<file path="src/rtl/eth_pcs_tx_gearbox_pkg.sv">
// rtl/eth_pcs_tx_gearbox_pkg.sv - shared 10GBASE-R PCS widths and TX gearbox constants
package eth_pcs_params;

    localparam int W_SYNC            = 2;
    localparam int W_DATA            = 32;
    localparam int W_TX_GEARBOX_CNT  = 6;
    localparam int TX_GEARBOX_PERIOD = 33;

endpackage

</file>
<file path="src/rtl/eth_pcs_tx_gearbox.sv">
// rtl/eth_pcs_tx_gearbox.sv - 66b to 32b TX gearbox packing header+payload beats into PMA words
module eth_pcs_tx_gearbox #(
    parameter int W_DATA = eth_pcs_params::W_DATA,
    parameter int W_SYNC = eth_pcs_params::W_SYNC
) (
    input  logic              i_clk,
    input  logic              i_reset,
    input  logic              i_hdr_valid,
    input  logic [W_SYNC-1:0] i_hdr,
    input  logic [W_DATA-1:0] i_data,
    output logic              o_ready,
    output logic [W_DATA-1:0] o_pma_data,
    output logic              o_align_err
);
    import eth_pcs_params::W_TX_GEARBOX_CNT;
    import eth_pcs_params::TX_GEARBOX_PERIOD;

    localparam int W_RES    = 2 * W_DATA;
    localparam int W_NEW    = W_DATA + W_SYNC;
    localparam int W_STREAM = W_DATA + W_RES;
    localparam logic [W_TX_GEARBOX_CNT-1:0] PAUSE_CNT = W_TX_GEARBOX_CNT'(TX_GEARBOX_PERIOD - 1);

    logic [W_TX_GEARBOX_CNT-1:0] q_cnt;
    logic                        q_phase;
    logic [W_RES-1:0]            q_res;

    logic [W_TX_GEARBOX_CNT-1:0] r;
    logic [W_NEW-1:0]            new_bits;
    logic [W_STREAM-1:0]         placed;
    logic [W_STREAM-1:0]         shifted;
    logic [W_STREAM-1:0]         stream;
    logic [W_DATA-1:0]           pack_word;
    logic [W_RES-1:0]            pack_res;
    logic                        accept;

    assign accept  = (q_cnt != PAUSE_CNT);
    assign o_ready = accept;

    // Second-half beats carry no header, so the residual is one step longer than q_cnt there.
    assign r = q_cnt + {{(W_TX_GEARBOX_CNT-1){1'b0}}, q_cnt[0]};

    always_comb begin
        new_bits = q_phase ? {i_data, {W_SYNC{1'b0}}} : {i_hdr, i_data};
        placed   = {new_bits, {(W_STREAM-W_NEW){1'b0}}};
        shifted  = '0;
        for (int k = 0; k <= W_DATA; k += 2) begin
            if (r == W_TX_GEARBOX_CNT'(k)) begin
                shifted = placed >> k;
            end
        end
        stream    = {q_res, {W_DATA{1'b0}}} | shifted;
        pack_word = stream[W_STREAM-1 -: W_DATA];
        pack_res  = stream[W_RES-1:0];
    end

    always_ff @(posedge i_clk or posedge i_reset) begin
        if (i_reset) begin
            q_cnt       <= '0;
            q_phase     <= 1'b0;
            q_res       <= '0;
            o_pma_data  <= '0;
            o_align_err <= 1'b0;
        end else if (accept) begin
            o_pma_data  <= pack_word;
            q_res       <= pack_res;
            q_cnt       <= q_cnt + 1'b1;
            q_phase     <= ~q_phase;
            o_align_err <= (i_hdr_valid == q_phase);
        end else begin
            // Pause: drain the full 32-bit residual, input beat is left pending upstream.
            o_pma_data  <= q_res[W_RES-1 -: W_DATA];
            q_res       <= '0;
            q_cnt       <= '0;
            o_align_err <= 1'b0;
        end
    end

endmodule

</file>
<file path="config.mk">
export PLATFORM = sky130hd
export DESIGN_NAME = eth_pcs_tx_gearbox
export DESIGN_NICKNAME = d
export VERILOG_FILES = /design/src/rtl/eth_pcs_tx_gearbox_pkg.sv /design/src/rtl/eth_pcs_tx_gearbox.sv
export SDC_FILE = /design/constraint.sdc
export NUM_CORES = 1
export LEC_CHECK = 0
export CAP_MARGIN = 40
export CORE_MARGIN = 10
export CORE_UTILIZATION = 50
export CTS_CLUSTER_DIAMETER = 60
export CTS_CLUSTER_SIZE = 20
export DETAILED_ROUTE_END_ITERATION = 8
export PLACE_DENSITY = 0.67
export SYNTH_ARGS = -nofsm -noshare
export SYNTH_HDL_FRONTEND = slang
export SYNTH_SLANG_ARGS = --single-unit
</file>
<file path="constraint.sdc">
create_clock -name i_clk -period 3.7 [get_ports i_clk]
set_input_delay 0.74 -clock i_clk [delete_from_list [all_inputs] [get_ports i_clk]]
set_output_delay 0.74 -clock i_clk [all_outputs]
set_load 0.05 [all_outputs]
</file>
==> impl_metrics.py <==
metrics = {
    "outcome": {
        "status": "complete, but fails checks",
        "violations": "design-rule violations",
    },
    "finish": {
        "antenna_cells": 0,
        "register_area_mm2": 0.00186,
        "areaGrowthSynthToFinish_pct": 19.9,
        "final_util": 0.607,
        "layout_common_cells": "a21oi_1, buf_4, nor2_1",
        "fin_nets": 1139,
        "drive_above_1_share": 0.182,
        "multi_input_area_mm2": 0.00555,
        "stdcell_count": 1321,
        "layout_commonest_cell": "a21oi_1",
        "fillers": 1460,
    },
    "timing": {
        "final_hold_viol_count": 0,
        "tightestPinTransition_ps": 824,
        "finalSetupTns_ps": 0,
        "finalMaxSlewViolations": 0,
        "timing.final.crit_period_ps": 3540,
        "skew_ps": 11.6,
        "setup_viol": 0,
        "rsz0062_at_grt": "false",
        "fmax_mhz": 282,
        "period_share": 0.957,
        "relSlewSlack": 0.435,
    },
    "logic_synthesis": {
        "yosys_warnings": 0,
        "syn_nets": 1065,
        "synth_edf_count": 0,
        "ys_types": 85,
        "syn_inst": 1026,
        "yosys.area.top_type_share": 0.233,
        "ys_seq_elements": 74,
        "ys_seq_area_frac": 0.233,
        "yosys-top-cells-area": "dfrtp_1, a21oi_1, o22ai_1",
        "ys_async_sr_fraction": 1.00,
        "yosysTopAreaCell": "dfrtp_1",
        "syn_area_per_cell_um2": 7.75,
        "synthesis.area_mm2": 0.00795,
        "ys.flop_type": "dfrtp_1",
    },
    "grt": {
        "grt_pass1_vias": 9526,
        "antenna_found_initial": 0,
        "grt_use_total": 0.356,
        "grt_max_degree": 105,
        "grt_first_pass_wirelength_um": 60200,
        "grt-ovfl-total": 0,
    },
    "placed_design": {
        "io_buffers": 70,
        "gp_congestion": 1.05,
        "hpwl_um": 28100,
        "placed_cells": 1305,
    },
    "floorplan": {
        "io_pins": 71,
        "die_w_um": 146,
        "dieArea_mm2": 0.0213,
        "start_util": 0.506,
        "fp-row-count": 46,
        "die_h_um": 146,
        "coreArea_mm2": 0.0157,
    },
    "clock_tree": {
        "htreeDepth": 3,
        "cts_tree": "built",
        "clk_latency_ps": 360,
        "cts-root-buf": "clkbuf_16",
        "cts.path.max_buffers": 2,
        "cts_sinks": 74,
        "cts-buffers-inserted": 9,
        "postCtsSetupRepairBufs": 0,
        "clk_pin_slew_worst_paths_ps": 70,
    },
    "critical_path": {
        "critPathRequiredTime_ps": 3920,
        "cp-start-kind": "flop",
        "end_kind": "flop",
        "worstPathMaxFanout": 13,
        "cp_data_arrival_time_ps": 3770,
        "worstSetupPathType": "reg -> reg",
        "ff2ff_setup_slack_ps": 160,
    },
    "drt": {
        "drc": 24,
        "wl_um": 40100,
        "drtIter0Drc": 2138,
        "viasPerCell": 7.77,
        "wl_per_cell_um": 30.3,
        "vias": 10300,
        "firstDrtPassIters": 9,
        "final_antenna_net_count": 0,
    },
    "job": {
        "maxCapViolations": 0,
    },
    "worst_hold_path": {
        "hp-class": "reg -> reg",
    },
    "pwr": {
        "ir_drop_mv": 0.222,
        "cellPowerDensity_mw_per_mm2": 236,
        "power_leakage_nw": 3.46,
    },
}
## cell usage after synthesis (23+ instances only)
| cell | n |
|---|---|
| o22ai_1 | 70 |
| a211oi_1 | 25 |
| a21oi_1 | 101 |
| nand2_1 | 81 |
| mux2_2 | 33 |
| o21ai_0 | 84 |
| dfrtp_1 | 74 |
| mux2i_1 | 36 |
| a221oi_1 | 23 |
| buf_2 | 44 |
| o221ai_1 | 39 |
| nor2_1 | 95 |
| clkbuf_1 | 44 |
## what timing repair did
action | CTS | global route
endpoints found under the setup margin | 0 | 2
hold buffers | 0 | 0
resized for setup | 0 | 3
## metrics by stage
stage | setup slack [ps] | total power [mW] | area [µm²] | hold WS [ps]
finish | 157 | 2.25 | 9530 | 439
global route | 0.919 | 2.30 | 9530 | 455
CTS | 207 | 2.24 | 9520 | 437
detailed placement | 199 | 1.29 | 9210 | 424
global placement | 285 | 1.29 | 9210 | 411
floorplan | 1050 | 1.09 | 7950 | 404
## cells by family (layout without fill, tap and decap cells)
kind of cell               count (synthesis)  count (layout)  share of synthesized area
buffers and inverters                    117             196                     0.0735
AOI/OAI and AO/OA                        489             489                      0.430
muxes                                     69              69                     0.0920
adders and majority gates                  2               2                    0.00315
and+or+nand+nor                          268             268                      0.161
xor gates and xnor gates                   7               7                    0.00771
DFF                                       74              74                      0.233
## metal layers
layer	vias up	track usage	routed length (µm)
met1	4740	0.462	14900
met5	-	0	0
met2	1068	0.497	16000
met3	247	0.137	6540
li1	4204	-	-
met4	0	0.195	2630
## registers in the layout (all words and copies together), names as in the netlist
| signal | count |
|---|---|
| q_res | 34 |
| o_pma_data | 32 |
| q_cnt | 6 |
| o_align_err | 1 |
| q_phase | 1 |
## critical path, cell delays in order, from the launching register on
cell and delay (ps):
dfrtp_1 540, ha_2 410, xor2_1 530, mux2i_1 360, nor2_1 60, o21ai_0 250, o221ai_1 290, a2111oi_0 550
buf_4 200, o221a_2 180, nor3_1 40
## power by group
group	total, mW	switching [mW]	internal, mW
Sequential	0.846	0.0101	0.836
Combinational	0.446	0.293	0.153
Clock	0.961	0.410	0.550
## path summary, 6_finish.rpt
path	from	endpoint	cells after the start
max reg2reg	q_cnt[1]	q_res[58]	10
min in group asynchronous	i_reset	o_pma_data[25]	3
max	q_cnt[1]	q_res[58]	10
max in group asynchronous	i_reset	q_phase	3
min	q_res[57]	o_pma_data[25]	1
min reg2reg	q_res[57]	o_pma_data[25]	1
## layout make-up
type                       instances  share of cell area
timing repair buffer             170               0.159
inverter                          10             0.00407
sequential                        74               0.195
clock buffer                      10              0.0251
tap                              216              0.0284
clock inverter                     6             0.00761
multi-input combinational        835               0.582
Power figures use the tool's default switching activity.
